File: src/rtl/fpu_issue_ctrl_pkg.sv
// Shared types and defaults for the FP issue/retire controller.
// Imported by the interface, the watchdog and the controller top.
package fpu_issue_ctrl_pkg;

  localparam int unsigned FPU_MAX_LAT = 64;
  localparam int unsigned FPU_CNT_W   = 7;

  typedef enum logic [1:0] {
    IDLE = 2'd0,
    EXEC = 2'd1,
    WB   = 2'd2
  } fp_issue_state_type;

  typedef struct packed {
    logic        req_valid;
    logic        req_fwren;
    logic        req_wren;
    logic [4:0]  req_waddr;
    logic        req_fpuf;
    logic        exe_ready;
    logic [31:0] exe_result;
    logic [4:0]  exe_flags;
    logic [4:0]  csr_fflags_cur;
  } fp_issue_in_type;

  typedef struct packed {
    logic        req_ready;
    logic        exe_enable;
    logic        fwb_wren;
    logic [4:0]  fwb_waddr;
    logic [31:0] fwb_wdata;
    logic        iwb_wren;
    logic [4:0]  iwb_waddr;
    logic [31:0] iwb_wdata;
    logic        csr_fpunit;
    logic [4:0]  csr_fflags;
  } fp_issue_out_type;

  typedef struct packed {
    logic       fwren;
    logic       wren;
    logic [4:0] waddr;
    logic       fpuf;
  } fp_issue_op_type;

  // x0 is hardwired to zero, so integer writes to it are dropped.
  function automatic logic iwb_allowed(input logic wren, input logic [4:0] waddr);
    return wren & (waddr != 5'd0);
  endfunction

endpackage

File: src/rtl/fpu_issue_ctrl_if.sv
// Pipeline-side bundle of the FP issue controller: request, execute unit,
// register-file writeback, FP CSR and status. master = controller side.
interface fpu_issue_ctrl_if;
  logic        flush;
  logic        req_valid;
  logic        req_ready;
  logic        req_fwren;
  logic        req_wren;
  logic [4:0]  req_waddr;
  logic        req_fpuf;
  logic        exe_enable;
  logic        exe_ready;
  logic [31:0] exe_result;
  logic [4:0]  exe_flags;
  logic        fwb_wren;
  logic [4:0]  fwb_waddr;
  logic [31:0] fwb_wdata;
  logic        iwb_wren;
  logic [4:0]  iwb_waddr;
  logic [31:0] iwb_wdata;
  logic [4:0]  csr_fflags_cur;
  logic        csr_fpunit;
  logic [4:0]  csr_fflags;
  logic        busy;
  logic        timeout_err;

  modport master (
    input  flush, req_valid, req_fwren, req_wren, req_waddr, req_fpuf,
           exe_ready, exe_result, exe_flags, csr_fflags_cur,
    output req_ready, exe_enable, fwb_wren, fwb_waddr, fwb_wdata,
           iwb_wren, iwb_waddr, iwb_wdata, csr_fpunit, csr_fflags,
           busy, timeout_err
  );

  modport slave (
    output flush, req_valid, req_fwren, req_wren, req_waddr, req_fpuf,
           exe_ready, exe_result, exe_flags, csr_fflags_cur,
    input  req_ready, exe_enable, fwb_wren, fwb_waddr, fwb_wdata,
           iwb_wren, iwb_waddr, iwb_wdata, csr_fpunit, csr_fflags,
           busy, timeout_err
  );
endinterface

File: src/rtl/fpu_issue_ctrl_watchdog.sv
// EXEC-latency counter: counts cycles spent in EXEC and flags the last
// permitted cycle. Cleared on accept, flush and reset.
module fpu_issue_watchdog #(
  parameter int unsigned MAX_LAT = 64,
  parameter int unsigned CNT_W   = 7
) (
  input  logic clock,
  input  logic reset,
  input  logic clear,
  input  logic run,
  output logic expire
);

  logic [CNT_W-1:0] count;

  always_ff @(posedge clock) begin
    // NOTE: clocked state uses <= so every flop samples pre-edge values.
    if (!reset)
      count <= '0;
    else if (clear)
      count <= '0;
    else if (run && !expire)
      count <= count + CNT_W'(1);
  end

  assign expire = (count == CNT_W'(MAX_LAT - 1));

endmodule

File: src/rtl/fpu_issue_ctrl.sv
// FP issue/retire controller: accepts one decoded FP op, starts the execute
// unit, waits for its result and retires it to the FP/int RF and fflags CSR.
module fpu_issue_ctrl
  import fpu_issue_ctrl_pkg::*;
#(
  parameter int unsigned MAX_LAT = FPU_MAX_LAT,
  parameter int unsigned CNT_W   = FPU_CNT_W
) (
  input logic             clock,
  input logic             reset,
  fpu_issue_ctrl_if.master bus
);

  fp_issue_in_type    d;
  fp_issue_out_type   q;
  fp_issue_state_type state, state_nxt;
  fp_issue_op_type    op;
  logic [4:0]         flags_q, waddr_q;
  logic [31:0]        wdata_q;
  logic               exe_en_q, timeout_q, timeout_nxt;
  logic               flush, accept, capture, wb_fire, expire;

  assign d = '{req_valid: bus.req_valid, req_fwren: bus.req_fwren, req_wren: bus.req_wren,
               req_waddr: bus.req_waddr, req_fpuf: bus.req_fpuf, exe_ready: bus.exe_ready,
               exe_result: bus.exe_result, exe_flags: bus.exe_flags,
               csr_fflags_cur: bus.csr_fflags_cur};
  assign flush = bus.flush;

  assign accept  = d.req_valid & q.req_ready;
  assign capture = (state == EXEC) & d.exe_ready & !flush;
  assign wb_fire = (state == WB) & !flush;

  fpu_issue_watchdog #(.MAX_LAT(MAX_LAT), .CNT_W(CNT_W)) u_watchdog (
    .clock  (clock),
    .reset  (reset),
    .clear  (accept | flush),
    .run    (state == EXEC),
    .expire (expire)
  );

  always_comb begin
    // NOTE: defaults first so no path through the block leaves a latch.
    state_nxt   = state;
    timeout_nxt = 1'b0;
    if (flush) begin
      state_nxt = IDLE;
    end else begin
      case (state)
        IDLE: if (accept) state_nxt = EXEC;
        EXEC: begin
          // A result in the last permitted cycle still wins over the abort.
          if (d.exe_ready) begin
            state_nxt = WB;
          end else if (expire) begin
            state_nxt   = IDLE;
            timeout_nxt = 1'b1;
          end
        end
        WB:      state_nxt = accept ? EXEC : IDLE;
        default: state_nxt = IDLE;
      endcase
    end
  end

  always_ff @(posedge clock) begin
    if (!reset) begin
      state     <= IDLE;
      op        <= '0;
      flags_q   <= '0;
      waddr_q   <= '0;
      wdata_q   <= '0;
      exe_en_q  <= 1'b0;
      timeout_q <= 1'b0;
    end else begin
      state     <= state_nxt;
      exe_en_q  <= accept;
      timeout_q <= timeout_nxt;
      if (accept)
        op <= '{fwren: d.req_fwren, wren: d.req_wren & !d.req_fwren,
                waddr: d.req_waddr, fpuf: d.req_fpuf};
      // Address/data are loaded only on retirement so they hold between ops.
      if (capture) begin
        flags_q <= d.exe_flags;
        wdata_q <= d.exe_result;
        waddr_q <= op.waddr;
      end
    end
  end

  always_comb begin
    q            = '0;
    q.req_ready  = !flush & ((state == IDLE) | (state == WB));
    q.exe_enable = exe_en_q & !flush;
    q.fwb_wren   = wb_fire & op.fwren;
    q.iwb_wren   = wb_fire & iwb_allowed(op.wren, op.waddr);
    q.csr_fpunit = wb_fire & op.fpuf;
    q.csr_fflags = (state == WB) ? (d.csr_fflags_cur | flags_q) : 5'd0;
    q.fwb_waddr  = waddr_q;
    q.iwb_waddr  = waddr_q;
    q.fwb_wdata  = wdata_q;
    q.iwb_wdata  = wdata_q;
  end

  assign bus.req_ready   = q.req_ready;
  assign bus.exe_enable  = q.exe_enable;
  assign bus.fwb_wren    = q.fwb_wren;
  assign bus.fwb_waddr   = q.fwb_waddr;
  assign bus.fwb_wdata   = q.fwb_wdata;
  assign bus.iwb_wren    = q.iwb_wren;
  assign bus.iwb_waddr   = q.iwb_waddr;
  assign bus.iwb_wdata   = q.iwb_wdata;
  assign bus.csr_fpunit  = q.csr_fpunit;
  assign bus.csr_fflags  = q.csr_fflags;
  assign bus.busy        = (state != IDLE);
  assign bus.timeout_err = timeout_q;

endmodule

File: src/flat_wrapper.sv
// flat-port wrapper written by rule: the top's interface ports become plain ports
module fpu_issue_ctrl_flat import fpu_issue_ctrl_pkg::*;
#(
  parameter int unsigned MAX_LAT = FPU_MAX_LAT,
  parameter int unsigned CNT_W   = FPU_CNT_W
)
  (clock, reset, bus_flush, bus_req_valid, bus_req_fwren, bus_req_wren, bus_req_waddr, bus_req_fpuf, bus_exe_ready, bus_exe_result, bus_exe_flags, bus_csr_fflags_cur, bus_req_ready, bus_exe_enable, bus_fwb_wren, bus_fwb_waddr, bus_fwb_wdata, bus_iwb_wren, bus_iwb_waddr, bus_iwb_wdata, bus_csr_fpunit, bus_csr_fflags, bus_busy, bus_timeout_err);
  fpu_issue_ctrl_if bus_i ();
  input logic clock;
  input logic reset;
  input wire logic [$bits(bus_i.flush)-1:0] bus_flush;
  input wire logic [$bits(bus_i.req_valid)-1:0] bus_req_valid;
  input wire logic [$bits(bus_i.req_fwren)-1:0] bus_req_fwren;
  input wire logic [$bits(bus_i.req_wren)-1:0] bus_req_wren;
  input wire logic [$bits(bus_i.req_waddr)-1:0] bus_req_waddr;
  input wire logic [$bits(bus_i.req_fpuf)-1:0] bus_req_fpuf;
  input wire logic [$bits(bus_i.exe_ready)-1:0] bus_exe_ready;
  input wire logic [$bits(bus_i.exe_result)-1:0] bus_exe_result;
  input wire logic [$bits(bus_i.exe_flags)-1:0] bus_exe_flags;
  input wire logic [$bits(bus_i.csr_fflags_cur)-1:0] bus_csr_fflags_cur;
  output wire logic [$bits(bus_i.req_ready)-1:0] bus_req_ready;
  output wire logic [$bits(bus_i.exe_enable)-1:0] bus_exe_enable;
  output wire logic [$bits(bus_i.fwb_wren)-1:0] bus_fwb_wren;
  output wire logic [$bits(bus_i.fwb_waddr)-1:0] bus_fwb_waddr;
  output wire logic [$bits(bus_i.fwb_wdata)-1:0] bus_fwb_wdata;
  output wire logic [$bits(bus_i.iwb_wren)-1:0] bus_iwb_wren;
  output wire logic [$bits(bus_i.iwb_waddr)-1:0] bus_iwb_waddr;
  output wire logic [$bits(bus_i.iwb_wdata)-1:0] bus_iwb_wdata;
  output wire logic [$bits(bus_i.csr_fpunit)-1:0] bus_csr_fpunit;
  output wire logic [$bits(bus_i.csr_fflags)-1:0] bus_csr_fflags;
  output wire logic [$bits(bus_i.busy)-1:0] bus_busy;
  output wire logic [$bits(bus_i.timeout_err)-1:0] bus_timeout_err;
  assign bus_i.flush = bus_flush;
  assign bus_i.req_valid = bus_req_valid;
  assign bus_i.req_fwren = bus_req_fwren;
  assign bus_i.req_wren = bus_req_wren;
  assign bus_i.req_waddr = bus_req_waddr;
  assign bus_i.req_fpuf = bus_req_fpuf;
  assign bus_i.exe_ready = bus_exe_ready;
  assign bus_i.exe_result = bus_exe_result;
  assign bus_i.exe_flags = bus_exe_flags;
  assign bus_i.csr_fflags_cur = bus_csr_fflags_cur;
  assign bus_req_ready = bus_i.req_ready;
  assign bus_exe_enable = bus_i.exe_enable;
  assign bus_fwb_wren = bus_i.fwb_wren;
  assign bus_fwb_waddr = bus_i.fwb_waddr;
  assign bus_fwb_wdata = bus_i.fwb_wdata;
  assign bus_iwb_wren = bus_i.iwb_wren;
  assign bus_iwb_waddr = bus_i.iwb_waddr;
  assign bus_iwb_wdata = bus_i.iwb_wdata;
  assign bus_csr_fpunit = bus_i.csr_fpunit;
  assign bus_csr_fflags = bus_i.csr_fflags;
  assign bus_busy = bus_i.busy;
  assign bus_timeout_err = bus_i.timeout_err;
  fpu_issue_ctrl #(.MAX_LAT(MAX_LAT), .CNT_W(CNT_W)) u_core (.clock(clock), .reset(reset), .bus(bus_i));
endmodule
File: config.mk
export PLATFORM = sky130hd
export DESIGN_NAME = fpu_issue_ctrl_flat
export DESIGN_NICKNAME = d
export VERILOG_FILES = /design/src/rtl/fpu_issue_ctrl_pkg.sv /design/src/rtl/fpu_issue_ctrl_if.sv /design/src/rtl/fpu_issue_ctrl_watchdog.sv /design/src/rtl/fpu_issue_ctrl.sv /design/src/flat_wrapper.sv
export SDC_FILE = /design/constraint.sdc
export NUM_CORES = 1
export LEC_CHECK = 0
export ABC_AREA = 0
export CELL_PAD_IN_SITES_DETAIL_PLACEMENT = 1
export CELL_PAD_IN_SITES_GLOBAL_PLACEMENT = 2
export CORE_ASPECT_RATIO = 1.75
export CORE_UTILIZATION = 30
export CTS_CLUSTER_DIAMETER = 120
export DETAILED_ROUTE_END_ITERATION = 10
export DONT_BUFFER_PORTS = 1
export PLACE_DENSITY = 0.83
export SKIP_LAST_GASP = 1
export SYNTH_ARGS = -nofsm -noshare
export SYNTH_HDL_FRONTEND = slang
export SYNTH_SLANG_ARGS = --single-unit
File: constraint.sdc
create_clock -name clock -period 1.3 [get_ports clock]
set_input_delay 0.065 -clock clock [delete_from_list [all_inputs] [get_ports clock]]
set_output_delay 0.065 -clock clock [all_outputs]
set_load 0.05 [all_outputs]
==> results of run 1 <==
## sequential cells by signal (all words and copies together), names as in the netlist
signal,cells
u_core.bus.fwb_waddr,5
u_core.u_watchdog.count,7
u_core.bus.timeout_err,1
u_core.op,8
u_core.flags_q,5
u_core.exe_en_q,1
u_core.state,2
u_core.bus.fwb_wdata,32
## critical path, cell delays in order (launching register included)
cell	delay [ns]
dfxtp_4	0.37
nor2_4	0.15
nand3_2	0.12
a21oi_4	0.15
buf_12	0.15
## worst max-delay path by stage
stage                                                  startpoint                                       to  slack (ns)
after floorplan           u_core.u_watchdog.count[1]$_SDFFE_PP0P_  u_core.u_watchdog.count[3]$_SDFFE_PP0P_       0.004
after global placement               u_core.state[0]$_SDFFE_PP0P_  u_core.u_watchdog.count[3]$_SDFFE_PP0P_       0.002
after detailed placement             u_core.state[1]$_SDFFE_PP0P_    u_core.bus.fwb_wdata[15]$_SDFFE_PN0P_        -0.1
after CTS                            u_core.state[1]$_SDFFE_PP0P_                        bus_csr_fflags[4]       -0.05
after global routing                 u_core.state[0]$_SDFFE_PP0P_                             bus_iwb_wren       -0.08
final                                u_core.state[0]$_SDFFE_PP0P_                             bus_iwb_wren       -0.04
## Yosys cell counts (4+ instances only)
| cell type | instances |
|---|---|
| nand2_1 | 106 |
| dfxtp_1 | 61 |
| a21boi_0 | 40 |
| buf_4 | 37 |
| nor2_1 | 18 |
| a21boi_1 | 10 |
| clkbuf_1 | 5 |
| a21oi_1 | 4 |
| buf_2 | 4 |
| buf_6 | 4 |
| nand2b_1 | 4 |
| nand3_1 | 4 |
## routing by layer
layer / part of all wire / up-vias
met4: 0.025 / 0
met2: 0.57 / 77
met3: 0.040 / 15
li1: - / 1181
met1: 0.36 / 1204
met5: 0 / -
## layout make-up
| class | count | share of cell area |
|---|---|---|
| multi-input cells | 214 | 0.305 |
| flip-flops and latches | 61 | 0.289 |
| clock buffers | 12 | 0.0579 |
| repair buffers | 119 | 0.291 |
| clock inverters | 4 | 0.0223 |
| well taps | 117 | 0.0344 |
## per-stage QoR
step | setup TNS, ns | power [mW] | setup WS, ns | area [um^2]
CTS | -0.288 | 5.11 | -0.0455 | 4050
finish | -0.0774 | 5.08 | -0.0391 | 4260
detailed placement | -0.409 | 2.17 | -0.0962 | 3040
floorplan | 0 | 2.14 | 0.00384 | 2730
global placement | 0 | 2.16 | 0.00233 | 3040
global route | -1.08 | 5.23 | -0.0797 | 4260
## power by group through the flow
| stage | logic, mW | registers (mW) | clock network [mW] |
|---|---|---|---|
| finish | 0.412 | 1.91 | 2.76 |
| global route | 0.435 | 1.91 | 2.89 |
| CTS | 0.386 | 1.91 | 2.81 |
| detailed placement | 0.222 | 1.95 | 0 |
| global placement | 0.217 | 1.95 | 0 |
| floorplan | 0.161 | 1.98 | 0 |
## what timing repair did
action / 4_1_cts / 5_1_grt
setup buffers: 5 / 0
gates cloned: 1 / 4
endpoints found under the setup margin: 32 / 67
gates resized for setup: 29 / 59
hold buffers: 48 / 0
pin swaps: 5 / 16
hold endpoints to repair: 53 / 0
## cell families after synthesis
group | count (synthesis)
AO/OA/AOI/OAI | 61
XOR/XNOR | 1
adder cells (fa/ha/maj) | 1
buffers and inverters | 50
flip-flops | 61
AND/OR/NAND/NOR | 151
==> flow_summary.toml, run 1 <==
[drt]
drt_iter0_markers = 61
vias_per_cell = 4.70
route.detailed.drc = 0
finalWirelength_mm = 9.07
wl_per_cell_um = 17.2
vias = 2477
ant_nets = 0
firstDrtPassIters = 4

[sta]
finalCriticalPeriod_ns = 1.34
slew_viol_final = 0
grt_setup_unrepaired = "yes"
hold_violations = 0
holdWs_ns = 0.0345
max_clock_freq_ghz = 0.747
worst_pin_slew_ns = 0.542
max-slew-margin-rel = 0.638
fin_skew_ns = 0.00601
setup_slack_ns = -0.0391
period_share = 1.03
setup_viol = 5

[outcome]
outcome = "complete, but fails checks"
violations = "setup timing"

[clock_tree]
tritoncts = "built"
clock_sinks = 61
htree_num_levels = 3
cts.root.buffer_cell = "clkbuf_16"
cts_buffer_depth = 2
cts_buffers = 9
path_clk_slew_ns = 0.05
clock_latency_ns = 0.32

[flow_run]
cap_violations = 0

[floorplanning]
start_util = 0.309
die_x_um = 73.7
dieArea_um2 = 9390
rows = 45
ios = 141
core-area_um2 = 8730
die_h_um = 127

[synth]
synth_area_um2 = 2700
synth_mux_area_frac = 0
synthSimpleGateAreaFrac = 0.242
syn_nets = 381
synth_compound_area_frac = 0.164
synth-main-ff-cell = "dfxtp_1"
ys_top_cells_by_area = "dfxtp_1 45%, nand2_1 15%, a21boi_0 11%"
synth_top_area_frac = 0.452
synth_edf_count = 0
synth_area_per_cell_um2 = 8.30
ys_ff_latch = 61
ys_seq_area_frac = 0.452
yosysWarnings = 0
synthAdderAreaFrac = 0.00464
async_flop_share = 0
synth_top_family_by_area = "simple AND/OR/NAND/NOR gates"
synth_xor_area_frac = 0.00325
synth.distinct_cells = 32
netlist.top_cell.by_area = "dfxtp_1"
synthCells = 325

[cells_and_area]
utilization = 0.488
drive_gt1_frac = 0.295
mostFrequentLayoutCells = "102 x nand2_1, 55 x dfxtp_1, 50 x buf_4"
layout.area.seq_um2 = 1230
multi_input_area_um2 = 1300
nFillCells = 976
final_common_cell = "nand2_1"
final_cells = 527
syn_to_final_growth_pct = 57.7
n_antenna_cell = 0
nNetsFinal = 461

[global_routing]
grt_max_degree = 51
grtUsageTotal = 0.186
antenna_found_initial = 0
grt-busiest-layer = "met2"
overflow = 0
grt_first_pass_wirelength_mm = 12.9
use_met3 = 0.0426
met2_usage = 0.364
grt_pass1_vias = 2691
grt_use_met1 = 0.171

[worst_setup_path]
r2r-start = "u_core.state[1]$_SDFFE_PP0P_"
r2r_end = "u_core.flags_q[3]$_SDFFE_PN0P_"
worstSetupPathType = "reg -> out"
r2r_setup_slack_ns = -0.02
cp_max_fo = 6
r2r_cells = 6
endpoint_kind = "output pin"
startpoint_type = "flop"
worst_ep_required_time_ns = 1.24
critical_path_arrival_ns = 1.27

[pwr]
internal_power_mw = 4.01
combPwrFrac = 0.081
p_seq_frac = 0.376
power_leakage_nw = 1.66
power_frac_clock = 0.543
power_density_nw_per_um2 = 1190
power_switching_mw = 1.07
ir_drop_mv = 1.02
sw_frac_of_total = 0.210

[worst_hold_path]
min_path_cells = 2
hold_path.class = "in -> reg"
worstHoldEndpoint = "u_core.exe_en_q$_SDFF_PN0_"
hold_path.startpoint = "reset"

[placed_design]
dpl.cell_count = 453
port_buffers = 0
gp_congestion = 0.739
hpwl_mm = 4.96
(Power assumes the default switching activity.)
==> inputs of run 2 (changes only) <==
--- a/config.mk
+++ b/config.mk
@@ -8,7 +8,6 @@
 export ABC_AREA = 0
 export CELL_PAD_IN_SITES_DETAIL_PLACEMENT = 1
 export CELL_PAD_IN_SITES_GLOBAL_PLACEMENT = 2
-export CORE_ASPECT_RATIO = 1.75
 export CORE_UTILIZATION = 30
 export CTS_CLUSTER_DIAMETER = 120
 export DETAILED_ROUTE_END_ITERATION = 10
==> flow_summary.toml, run 2 (synthesis gave the netlist of run 1 again) <==
[worst_setup_path]
r2r_cells = 6
startpoint_type = "flop"
worstPathCellList = "nand2b_4, nor3b_4, buf_6, buf_12, nand2_1, a21boi_1"
slowest_delay_ns = 0.33
critical_path_arrival_ns = 1.55
cp_max_fo = 7
worst_ep_required_time_ns = 1.55
cpMaxStageDelayCell = "dfxtp_2"
endpoint_kind = "flop"
r2r_setup_slack_ns = -0.002
r2r_end = "u_core.bus.fwb_wdata[6]$_SDFFE_PN0P_"
r2r-start = "u_core.state[1]$_SDFFE_PP0P_"
worstSetupPathType = "reg -> reg"

[cells_and_area]
utilization = 0.456
multi_input_area_um2 = 1280
stdcell_area_um2 = 3980
nFillCells = 993
layout.area.seq_um2 = 1230
mostFrequentLayoutCells = "102 x nand2_1, 56 x dfxtp_1, 54 x buf_4"
largest_reg_flops = 32
final_common_cell = "nand2_1"
syn_to_final_growth_pct = 47.3
n_antenna_cell = 0
nNetsFinal = 461
drive_gt1_frac = 0.287
final_cells = 516

[clock_tree]
cts_buffer_depth = 2
path_clk_slew_ns = 0.07
clock_latency_ns = 0.32
tritoncts = "built"
htree_num_levels = 3
cts_buffers = 9
cts.root.buffer_cell = "clkbuf_8"
clock_sinks = 61

[global_routing]
grt_first_pass_wirelength_mm = 12.7
antenna_found_initial = 0
grt_max_degree = 52
grtUsageTotal = 0.172
grt_pass1_vias = 2597
overflow = 0

[flow_run]
cap_violations = 0

[sta]
grt_setup_unrepaired = "yes"
hold_violations = 0
finalCriticalPeriod_ns = 1.30
fin_skew_ns = 0.00526
worst_pin_slew_ns = 0.502
setup_viol = 1
max-slew-margin-rel = 0.665
period_share = 1.00
max_clock_freq_ghz = 0.768
setup_slack_ns = -0.00237
slew_viol_final = 0

[pwr]
power_density_nw_per_um2 = 956
power_frac_clock = 0.394
internal_power_mw = 2.86
ir_drop_mv = 0.457
finalPower_mw = 3.80
power_leakage_nw = 1.55
combPwrFrac = 0.105
sw_frac_of_total = 0.249
power_switching_uw = 945
p_seq_frac = 0.502

[drt]
drt_iter0_markers = 36
firstDrtPassIters = 4
finalWirelength_mm = 8.28
route.detailed.drc = 0
wl_per_cell_um = 16.0
ant_nets = 0
vias = 2405
vias_per_cell = 4.66

[floorplanning]
dieArea_um2 = 9380
die_h_um = 96.8
ios = 141
core-area_um2 = 8720
rows = 34
start_util = 0.309
die_x_um = 96.8

[worst_hold_path]
hold_path.startpoint = "reset"
worstHoldEndpoint = "u_core.state[1]$_SDFFE_PP0P_"
min_path_cells = 2
hold_path.class = "in -> reg"

[outcome]
violations = "setup timing"
outcome = "complete, but fails checks"

[placed_design]
dpl.cell_count = 445
gp_congestion = 0.758
hpwl_mm = 4.68
port_buffers = 0
placed_area_um2 = 3040
run 2: changes by cell type in the layout (fill, tap and decap cells not counted), sizes merged:
| cell | before | now |
|---|---|---|
| clkbuf | 15 | 14 |
| buf | 69 | 70 |
| clkinv | 1 | 2 |
| bufinv | 3 | 0 |
run 2: metrics by stage:
step | worst slack (ns) | TNS (ns) | hold slack, ns
6_report | -0.00237 | -0.00237 | 0.0796
2_1_floorplan | 0.00384 | 0 | 0.142
5_1_grt | -0.0704 | -1.31 | 0.0628
4_1_cts | -0.0289 | -0.149 | 0.0553
3_3_place_gp | 0.0154 | 0 | 0.147
3_5_place_dp | -0.0665 | -0.495 | 0.147
run 2: cell type report:
type	instances	area share
clock inverters	2	0.00252
flip-flops and latches	61	0.309
clock buffers	12	0.0390
multi-input cells	214	0.322
well taps	108	0.0340
repair buffers	119	0.293
run 2: routing by layer:
| layer | wire, um | track usage | part of all wire | vias up |
|---|---|---|---|---|
| met1 | 3360 | 0.187 | 0.41 | 1141 |
| met2 | 4480 | 0.324 | 0.54 | 77 |
| met3 | 411 | 0.0484 | 0.050 | 2 |
| met4 | 21 | 0.0471 | 0.0025 | 0 |
| li1 | - | - | - | 1185 |
| met5 | 0 | 0 | 0 | - |
run 2: critical path: cells and delay by family (launching register included):
| kind | cells | cell delay, ns |
|---|---|---|
| AND/OR/NAND/NOR | 3 | 0.47 |
| AO/OA/AOI/OAI | 1 | 0.12 |
| buffers and inverters | 2 | 0.30 |
| flip-flops | 1 | 0.33 |
run 2: worst max path at each step:
stage / slack [ns] / from / cells after the start / end
after global routing: -0.07 / u_core.state[1]$_SDFFE_PP0P_ / 6 / u_core.flags_q[3]$_SDFFE_PN0P_
after CTS: -0.03 / u_core.state[1]$_SDFFE_PP0P_ / 4 / bus_csr_fflags[4]
after floorplan: 0.004 / u_core.u_watchdog.count[1]$_SDFFE_PP0P_ / 5 / u_core.u_watchdog.count[3]$_SDFFE_PP0P_
after global placement: 0.02 / u_core.u_watchdog.count[1]$_SDFFE_PP0P_ / 5 / u_core.u_watchdog.count[3]$_SDFFE_PP0P_
final: -0.002 / u_core.state[1]$_SDFFE_PP0P_ / 6 / u_core.bus.fwb_wdata[6]$_SDFFE_PN0P_
after detailed placement: -0.07 / u_core.state[1]$_SDFFE_PP0P_ / 5 / u_core.bus.fwb_wdata[26]$_SDFFE_PN0P_
run 2: what timing repair did:
| item | in CTS | in global routing |
|---|---|---|
| hold buffers | 48 | 0 |
| endpoints found under the hold margin | 54 | 0 |
| gates cloned | 1 | 2 |
| endpoints found under the setup margin | 27 | 57 |
| setup buffers | 6 | 2 |
| gates resized for setup | 38 | 36 |
| pin swaps | 11 | 12 |
run 2: power groups by stage:
| stage | Combinational [mW] | Clock [mW] | Sequential [mW] |
|---|---|---|---|
| 3_5_place_dp | 0.220 | 0 | 1.95 |
| 3_3_place_gp | 0.216 | 0 | 1.95 |
| 2_1_floorplan | 0.161 | 0 | 1.98 |
| 6_report | 0.399 | 1.50 | 1.91 |
| 5_1_grt | 0.425 | 1.66 | 1.91 |
| 4_1_cts | 0.384 | 1.57 | 1.91 |
